==> src/rtl/fetch_buffer_pkg.sv <==
// Shared types and constants for the instruction fetch front end.
package fetch_buffer_pkg;

  typedef enum logic {
    FB_RUN       = 1'b0,
    FB_TRAP_HOLD = 1'b1
  } fb_mode_e;

  // Default boot PC, shared with the hart.
  localparam logic [31:0] FB_RESET_ADDR = 32'h0000_0000;

  typedef struct packed {
    logic [31:0] inst;
    logic [31:0] pc;
    logic        trap;
  } fb_entry_t;

  function automatic logic is_aligned(input logic [31:0] pc);
    return pc[1:0] == 2'b00;
  endfunction

endpackage

==> src/rtl/sync_fifo.sv <==
// Registered synchronous FIFO with flush (push allowed in the flush cycle) and occupancy count.
module sync_fifo #(
  parameter int unsigned Width = 32,
  parameter int unsigned Depth = 4,
  localparam int unsigned PtrW = $clog2(Depth),
  localparam int unsigned CntW = PtrW + 1
) (
  input  logic             clk_i,
  input  logic             rst_ni,
  input  logic             flush_i,
  input  logic             push_i,
  input  logic [Width-1:0] wdata_i,
  input  logic             pop_i,
  output logic [Width-1:0] rdata_o,
  output logic [CntW-1:0]  count_o,
  output logic             empty_o
);

  logic [Width-1:0] mem_q [Depth];
  logic [PtrW-1:0]  rd_ptr_q, wr_ptr_q;
  logic [CntW-1:0]  count_q;
  logic             full, do_push, do_pop;

  assign empty_o = (count_q == '0);
  assign full    = (count_q == CntW'(Depth));
  assign do_pop  = pop_i && !empty_o;
  assign do_push = push_i && (!full || do_pop);

  always_ff @(posedge clk_i or negedge rst_ni) begin
    if (!rst_ni) begin
      rd_ptr_q <= '0;
      wr_ptr_q <= '0;
      count_q  <= '0;
      for (int i = 0; i < int'(Depth); i++) mem_q[i] <= '0;
    end else if (flush_i) begin
      // Flush restarts at slot 0; a push in the same cycle becomes the sole entry.
      rd_ptr_q <= '0;
      wr_ptr_q <= PtrW'(push_i);
      count_q  <= CntW'(push_i);
      if (push_i) mem_q[0] <= wdata_i;
    end else begin
      if (do_push) begin
        mem_q[wr_ptr_q] <= wdata_i;
        wr_ptr_q        <= wr_ptr_q + PtrW'(1);
      end
      if (do_pop) rd_ptr_q <= rd_ptr_q + PtrW'(1);
      count_q <= count_q + CntW'(do_push) - CntW'(do_pop);
    end
  end

  assign rdata_o = mem_q[rd_ptr_q];
  assign count_o = count_q;

endmodule

==> src/rtl/fetch_buffer.sv <==
// Instruction fetch front end: credit-limited request issue, in-order response queueing,
// redirect flush with stale-response discard, and misaligned-target trap entries.
module fetch_buffer
  import fetch_buffer_pkg::*;
#(
  parameter logic [31:0] RESET_ADDR = FB_RESET_ADDR,
  parameter int unsigned DEPTH      = 4
) (
  input  logic        i_clk,
  input  logic        i_rst_n,
  output logic        o_imem_req_valid,
  input  logic        i_imem_req_ready,
  output logic [31:0] o_imem_req_addr,
  input  logic        i_imem_rsp_valid,
  input  logic [31:0] i_imem_rsp_data,
  input  logic        i_redirect_valid,
  input  logic [31:0] i_redirect_pc,
  output logic        o_inst_valid,
  input  logic        i_inst_ready,
  output logic [31:0] o_inst,
  output logic [31:0] o_inst_pc,
  output logic        o_inst_trap
);

  localparam int unsigned CW = $clog2(DEPTH) + 1;
  localparam logic [CW:0] DepthCnt = (CW + 1)'(DEPTH);

  fb_mode_e    mode_q;
  logic        live_q;
  logic [29:0] fetch_pc_q, fetch_pc_d;
  logic [29:0] rsp_pc_q, rsp_pc_d;
  logic [CW-1:0] inflight_q, inflight_d;
  logic [CW-1:0] discard_q, discard_d;
  logic [CW-1:0] fifo_count;
  logic        fifo_empty;
  logic [CW:0] credit_used;
  logic        req_fire, rsp_keep, redirect_ok, push, pop;
  fb_entry_t   wdata, rdata;

  // Queued plus in-flight words never exceed DEPTH, so every kept response has a slot.
  assign credit_used      = {1'b0, fifo_count} + {1'b0, inflight_q};
  assign o_imem_req_valid = live_q && (mode_q == FB_RUN) && (credit_used < DepthCnt);
  assign o_imem_req_addr  = {fetch_pc_q, 2'b00};

  assign req_fire    = o_imem_req_valid && i_imem_req_ready;
  assign redirect_ok = is_aligned(i_redirect_pc);
  assign rsp_keep    = i_imem_rsp_valid && (discard_q == '0) && !i_redirect_valid;
  assign push        = rsp_keep || (i_redirect_valid && !redirect_ok);
  assign pop         = o_inst_valid && i_inst_ready && !i_redirect_valid;

  always_comb begin
    wdata = '{inst: i_imem_rsp_data, pc: {rsp_pc_q, 2'b00}, trap: 1'b0};
    if (i_redirect_valid) wdata = '{inst: 32'h0, pc: i_redirect_pc, trap: 1'b1};
  end

  always_comb begin
    inflight_d = inflight_q + CW'(req_fire) - CW'(i_imem_rsp_valid);
    discard_d  = discard_q;
    fetch_pc_d = fetch_pc_q;
    rsp_pc_d   = rsp_pc_q;
    if (i_redirect_valid) begin
      // Everything still outstanding after this edge belongs to the old stream.
      discard_d = inflight_d;
    end else if (i_imem_rsp_valid && (discard_q != '0)) begin
      discard_d = discard_q - CW'(1);
    end
    if (i_redirect_valid && redirect_ok) begin
      fetch_pc_d = i_redirect_pc[31:2];
      rsp_pc_d   = i_redirect_pc[31:2];
    end else begin
      if (req_fire) fetch_pc_d = fetch_pc_q + 30'd1;
      if (rsp_keep) rsp_pc_d = rsp_pc_q + 30'd1;
    end
  end

  always_ff @(posedge i_clk or negedge i_rst_n) begin
    if (!i_rst_n) begin
      mode_q     <= FB_RUN;
      live_q     <= 1'b0;
      fetch_pc_q <= RESET_ADDR[31:2];
      rsp_pc_q   <= RESET_ADDR[31:2];
      inflight_q <= '0;
      discard_q  <= '0;
    end else begin
      // Holds requests off until the first clock edge after reset release.
      live_q     <= 1'b1;
      fetch_pc_q <= fetch_pc_d;
      rsp_pc_q   <= rsp_pc_d;
      inflight_q <= inflight_d;
      discard_q  <= discard_d;
      if (i_redirect_valid) mode_q <= redirect_ok ? FB_RUN : FB_TRAP_HOLD;
    end
  end

  sync_fifo #(
    .Width($bits(fb_entry_t)),
    .Depth(DEPTH)
  ) u_fifo (
    .clk_i  (i_clk),
    .rst_ni (i_rst_n),
    .flush_i(i_redirect_valid),
    .push_i (push),
    .wdata_i(wdata),
    .pop_i  (pop),
    .rdata_o(rdata),
    .count_o(fifo_count),
    .empty_o(fifo_empty)
  );

  assign o_inst_valid = !fifo_empty;
  assign o_inst       = rdata.inst;
  assign o_inst_pc    = rdata.pc;
  assign o_inst_trap  = rdata.trap;

endmodule

==> config.mk <==
export PLATFORM = sky130hd
export DESIGN_NAME = fetch_buffer
export DESIGN_NICKNAME = d
export VERILOG_FILES = /design/src/rtl/fetch_buffer_pkg.sv /design/src/rtl/sync_fifo.sv /design/src/rtl/fetch_buffer.sv
export SDC_FILE = /design/constraint.sdc
export NUM_CORES = 1
export LEC_CHECK = 0
export BUFFER_PORTS_ARGS = -buffer_cell sky130_fd_sc_hd__clkbuf_2
export CAP_MARGIN = 0
export CORE_ASPECT_RATIO = 2
export CORE_MARGIN = 2
export CORE_UTILIZATION = 30
export CTS_CLUSTER_DIAMETER = 120
export DETAILED_ROUTE_END_ITERATION = 12
export PLACE_DENSITY_LB_ADDON = 0.25
export REMOVE_ABC_BUFFERS = 1
export SLEW_MARGIN = 20
export SYNTH_ARGS = -nofsm -noshare
export SYNTH_HDL_FRONTEND = slang
export SYNTH_SLANG_ARGS = --single-unit
==> constraint.sdc <==
create_clock -name i_clk -period 8.95 [get_ports i_clk]
set_input_delay 1.3425 -clock i_clk [delete_from_list [all_inputs] [get_ports i_clk]]
set_output_delay 1.3425 -clock i_clk [all_outputs]
set_load 0.02 [all_outputs]
; Word level (Yosys, flattened, before mapping)
; Index checks and enable logic that the tools add are counted.
[op_classes]
n_addsub = 10
magnitude_cmp = 4
n_eq_ne = 2
mux = 22
bitwise = 4
reduce_logical = 30
[op_table]
columns = op, count
row1 = 65-bit two-way mux, 6
row2 = 260-bit bitwise mux, 1
row3 = 260-bit two-way mux, 1
row4 = 65-bit binary-select mux with 2-bit select, 1
row5 = 65-bit demux with 2-bit select, 1
row6 = 30-bit two-way mux, 4
row7 = "30-bit by 1-bit adder with 30-bit output, second input constant", 2
row8 = 1-bit logical AND, 13
row9 = 2-bit nonzero test, 5
row10 = 3-bit two-way mux, 3
row11 = 2-bit two-way mux, 4
row12 = 3-bit by 1-bit adder with 3-bit output, 2
row13 = "3-bit >= comparator, second input constant", 2
row14 = 3-bit logical NOT, 2
row15 = 2-bit NOT with 3-bit output, 2
row16 = 3-bit by 1-bit subtractor with 3-bit output, 2
row17 = "2-bit by 1-bit adder with 2-bit output, second input constant", 2
row18 = 3-bit by 3-bit adder with 4-bit output, 1
row19 = 1-bit logical NOT, 4
row20 = "4-bit by 3-bit < comparator with 1-bit output, second input constant", 1
row21 = 2-bit AND reduction, 2
row22 = "3-bit equality test, second input constant", 1
row23 = "3-bit by 1-bit < comparator with 1-bit output, second input constant", 1
row24 = 3-bit nonzero test, 1
row25 = 6 further kinds, 8
[word_totals]
reg_bits = 335
in_bits = 70
output_inout_bits = 99
elab_cells = 85

; Depth between registers and ports, before layout
[logic_depth]
depth_word = 10
depth_mapped = 15
mapped_depth_nobuf = 13

; By module
; A second synthesis with hierarchy kept.
[unflattened]
cells_unflattened = 1206
hier_area_um2 = 16540.9
[modules_own_cells]
columns = mod, n_inst, cells_each, area_each_um2, seq_area_each_um2
row1 = sync_fifo, 1, 678, 11972.7, 6681.4
row2 = fetch_buffer, 1, 528, 4568.1, 1701.6

; Worst setup path after synthesis
; OpenSTA, ideal clock, no wires.
[synth_timing]
path_type = input-to-reg
start = in i_redirect_valid
end = reg u_fifo.count_q[2] (netlist: u_fifo.count_o[2])
setup_ns = 0.132
arrival_ns = 3.501
path_slack_ns = 5.317
cell_stages = 11
n_path_buf = 3
cell_sequence = buf_1 -> clkbuf_1 -> clkbuf_1 -> nor2_1 -> ha_1 -> inv_1 -> ha_1 -> inv_1 -> fa_1 -> xnor2_1 -> nor2_1
[synth_via]
elab_chain_cells = 8
word_cells_on_any_way = 11
classes_between = add/sub (2) / mux (1) / reduce/logical (8)
[synth_lines]
columns = item, line
row1 = "start, declared", fetch_buffer.sv:16  ; input logic i_redirect_valid,
row2 = 1-bit logical NOT, "fetch_buffer.sv:47, fetch_buffer.sv:49"
row3 = 1-bit logical AND, fetch_buffer.sv:49  ; assign pop = o_inst_valid && i_inst_ready && !i_redirect_valid;
row4 = 1-bit logical AND, sync_fifo.sv:26  ; assign do_pop = pop_i && !empty_o;
row5 = 1-bit logical OR, sync_fifo.sv:27  ; assign do_push = push_i && (!full || do_pop);
row6 = 1-bit logical AND, sync_fifo.sv:27
row7 = 3-bit by 1-bit adder with 3-bit output, sync_fifo.sv:47  ; count_q <= count_q + CntW'(do_push) - CntW'(do_pop);
row8 = 3-bit by 1-bit subtractor with 3-bit output, sync_fifo.sv:47
row9 = 3-bit two-way mux (*), sync_fifo.sv:35  ; end else if (flush_i) begin
row10 = "end signal, assigned", sync_fifo.sv:39  ; count_q <= CntW'(push_i);
row11 = "end signal, assigned", sync_fifo.sv:47
row12 = "end, declared", sync_fifo.sv:21  ; logic [CntW-1:0] count_q;
; Mark *: on every way between the ends. The rest lies on a longest branch, timed or not.
; A chain may end at the register's enable or synchronous reset.

; Final worst setup path
[layout_timing]
start = reg u_fifo.rd_ptr_q[0]
end = out o_inst_pc[7]
[layout_via]
elab_chain_cells = 4
[layout_lines]
columns = item, line
row1 = "start, declared", sync_fifo.sv:20  ; logic [PtrW-1:0] rd_ptr_q, wr_ptr_q;
row2 = "start signal, assigned", sync_fifo.sv:46  ; if (do_pop) rd_ptr_q <= rd_ptr_q + PtrW'(1);
row3 = 2-bit NOT with 3-bit output (not written as such), sync_fifo.sv:51  ; assign rdata_o = mem_q[rd_ptr_q];
row4 = 65-bit binary-select mux with 2-bit select, sync_fifo.sv:51
row5 = 65-bit two-way mux (not written as such) (2 in series), sync_fifo.sv:51
row6 = "end, declared", fetch_buffer.sv:21  ; output logic [31:0] o_inst_pc,
; No other way between the ends. The select of a mux whose other input is x is not followed.

==> results by group <==
Run status
  • Outcome: finished clean

Timing
  • Number of hold violations in the final report: 0
  • Shortest period the worst path allows: 4.44 ns
  • Post-route worst setup slack: 4.51 ns
  • Transition time of the tightest slew-check pin: 1.05 ns
  • Number of pins with negative max-slew slack in the final report: 0
  • Setup repair after global routing missed its margin: false
  • Tcrit/Tclk final: 49.6%
  • Max frequency: 225 MHz
  • Hold_ws: 0.479 ns
  • Worst slew margin: 30.1%
  • Setup TNS: 0 ns
  • Final setup vio count: 0
  • Clock Skew: 0.0204 ns

Layout
  • Layout cell share with drive strength beyond 1: 32.6%
  • Area of the multi-input gates: 6830 um2
  • Final nets: 1,515
  • Area Growth Syn to Fin: 16.3%
  • Final non-filler cell total: 2,114
  • Filler cells: 5,223
  • Sequential cell area: 8390 um2

Synth
  • Share of synthesized area occupied by flip-flops and latches: 53.6%
  • Proportion of netlist area held by the largest area contributor: 53.6%
  • Top FF cell, synth: dfrtp_1
  • Share of async-settable or async-resettable flops after synthesis: 100%
  • Number of flops mapped to enable cells by yosys: 0
  • Cell area after technology mapping: 15,600 um2
  • Synth Warn #: 0
  • Leading cell types by count after synthesis: 335 x dfrtp_1, 169 x nand2_1, 154 x mux2_2, 78 x o21ai_0, 66 x nand3_1
  • Top post-synthesis cells by area: dfrtp_1 54%, mux2_2 11%, mux4_2 9.4%, nand2_1 4.1%, o21ai_0 2.5%
  • Post-synthesis area per instance: 12.0 um2
  • Largest area contributor in the synthesized netlist: dfrtp_1
  • Distinct cell type count of the synthesized netlist: 52
  • Most instantiated library cell after synthesis: dfrtp_1
  • Register bit total from synthesis: 335
  • Instance count of the mapped netlist: 1,305

Floorplanning
  • Die Footprint: 54,100 um2
  • Height of the die: 327 um
  • Effective utilization at floorplan: 30.3%
  • Horiz. Die Dim: 165 um
  • Area of the core region: 51,700 um2
  • Boundary Pins: 169
  • Row count: 118

Worst setup path
  • Cells along the critical path: buf_4, mux4_2, clkbuf_2
  • Nature of the critical path endpoint: output pin
  • Crit path arrival time: 3.10 ns
  • Slowest cell on the critical path: buf_4
  • Type of the worst setup path: register to output pin
  • Critical path required time: 7.61 ns
  • Critical path peak fanout: 42
  • Delay of the slowest critical-path stage: 0.84 ns
  • Kind of start point of the critical path: register

Power
  • Worst VDD drop: 0.115 mV
  • Total design power: 0.00519 W
  • Leakage power total: 8.35 nW
  • Pwr dens: 285 nW/um2

Flow run
  • Maxcap violations: 0

Clock tree
  • Buffers from clock root to sink, at most: 3
  • Worst-skew pair later-pin latency: 0.52 ns
  • Clock tree from TritonCTS: built
  • Cells resized by post-CTS repair: 0
  • Clk root buf: clkbuf_16
  • Setup bufs post-CTS: 0
  • Clock transition at the registers of the reported paths: 0.07 ns
  • Count of clock tree sinks: 335
  • H-tree depth reported by CTS: 2
  • CTS hold repair buffers: 0
  • Cts bufs inserted: 34

Min path
  • Hold WC Path Type: register to register

Place
  • RD Place Congestion: 0.784
  • Place WS: 4.63 ns
  • Sum of net half-perimeters after detailed placement: 30,700 um
  • Port Buffers: 166
  • Total instance count after detailed placement: 2,053

Routing
  • Post-detailed-route wirelength per cell: 22.0 um
  • Initial DRC count: 647
  • Total vias in the final route: 10,800
  • DRT antenna net count: 0
  • Mean number of vias per cell: 5.12
  • Number of remaining DRC errors: 0
  • DRT Wirelength: 46,500 um
  • TritonRoute pass-1 iters: 5

Global routing
  • Global route overflow: 0
  • Gr usage total: 17.6%
  • Wire length of the first global-routing pass: 71,600 um
  • Number of global-route vias before repair: 11,500
  • Largest net degree at the start of global routing: 149
  • Initial antenna violation count: 4
cells in the final DEF (no fill, tap or decap), types with 7 or more instances in the layout:
cell | synthesis | final
a21oi_1 | 34 | 34
clkbuf_1 | 53 | 10
a31oi_1 | 7 | 7
buf_4 | 2 | 16
clkbuf_8 | 0 | 9
clkbuf_16 | 0 | 35
nor3_1 | 9 | 9
and2_1 | 12 | 11
o311ai_0 | 12 | 12
inv_1 | 20 | 20
mux4_2 | 65 | 65
o21ai_0 | 78 | 77
nor4_1 | 20 | 19
nor2_1 | 65 | 65
xnor2_1 | 31 | 31
clkbuf_2 | 0 | 165
ha_1 | 14 | 14
nand4_1 | 14 | 14
nand2_1 | 169 | 165
dfrtp_1 | 335 | 333
nand3_1 | 66 | 66
mux2_2 | 154 | 154
a22oi_1 | 21 | 21
and3_1 | 7 | 7
o211ai_1 | 12 | 12
mux2i_1 | 15 | 15
sequential cells by signal, indices dropped and copies added (netlist names):
signal           count
rsp_pc_q            30
live_q               1
u_fifo.mem_q       260
fetch_pc_q          30
u_fifo.rd_ptr_q      2
inflight_q           3
discard_q            3
mode_q               1
u_fifo.count_o       3
u_fifo.wr_ptr_q      2
final cells by class:
class                           instances  share of cell area [%]
Antenna cell                            1                  0.0138
Clock inverter                          6                   0.186
Multi-Input combinational cell        854                    37.6
Clock buffer                           54                    5.70
Sequential cell                       335                    46.1
Tap cell                              660                    4.54
Inverter                               20                   0.413
Timing Repair Buffer                  184                    5.45
through the flow:
stage	instance area (um2)	util (%)
detailed placement	17100	33.1
finish	18200	35.2
floorplan	15200	-
global route	18200	35.2
CTS	18200	35.2
global placement	17100	33.1
path summary, 6_finish.rpt:
check / start / endpoint / slack, ns / cells past startpoint
hold / removal: u_fifo.mem_q[96] / u_fifo.mem_q[96] / 0.48 / 2
max in group asynchronous: i_rst_n / u_fifo.mem_q[217] / 6.65 / 2
hold reg to reg: u_fifo.mem_q[96] / u_fifo.mem_q[96] / 0.48 / 2
min in group asynchronous: i_rst_n / u_fifo.mem_q[126] / 0.85 / 1
setup / recovery: u_fifo.rd_ptr_q[0] / o_inst_pc[7] / 4.51 / 3
setup reg to reg: u_fifo.count_o[2] / discard_q[2] / 5.41 / 13
per-layer routing:
layer,global-route usage [%],up-vias,wire length [um]
met4,7.63,6,1880
met1,20.5,5551,17700
met3,3.71,85,2600
li1,-,4929,-
met5,0,-,40
met2,30.9,260,24200
cells by family after synthesis:
family / synth area share [%]
buf+inv: 3.09
flops: 53.6
compound gates: 6.70
simple gates: 11.7
mux: 21.4
fa+ha+maj: 1.38
other cells: 0.0480
xor+xnor: 2.02
critical path, delay by kind of cell (launching register included):
family	cells	cell delay, ns
muxes	1	0.70
buffers and inverters	2	1.04
DFF	1	0.81
power breakdown:
| group | switching, W | internal (W) | leakage [nW] |
|---|---|---|---|
| clock | 0.000609 | 0.000796 | 0.532 |
| combinational | 0.000794 | 0.000693 | 3.45 |
| sequential | 0.000346 | 0.00195 | 4.36 |
No activity file was read; power rests on OpenSTA's default activity.
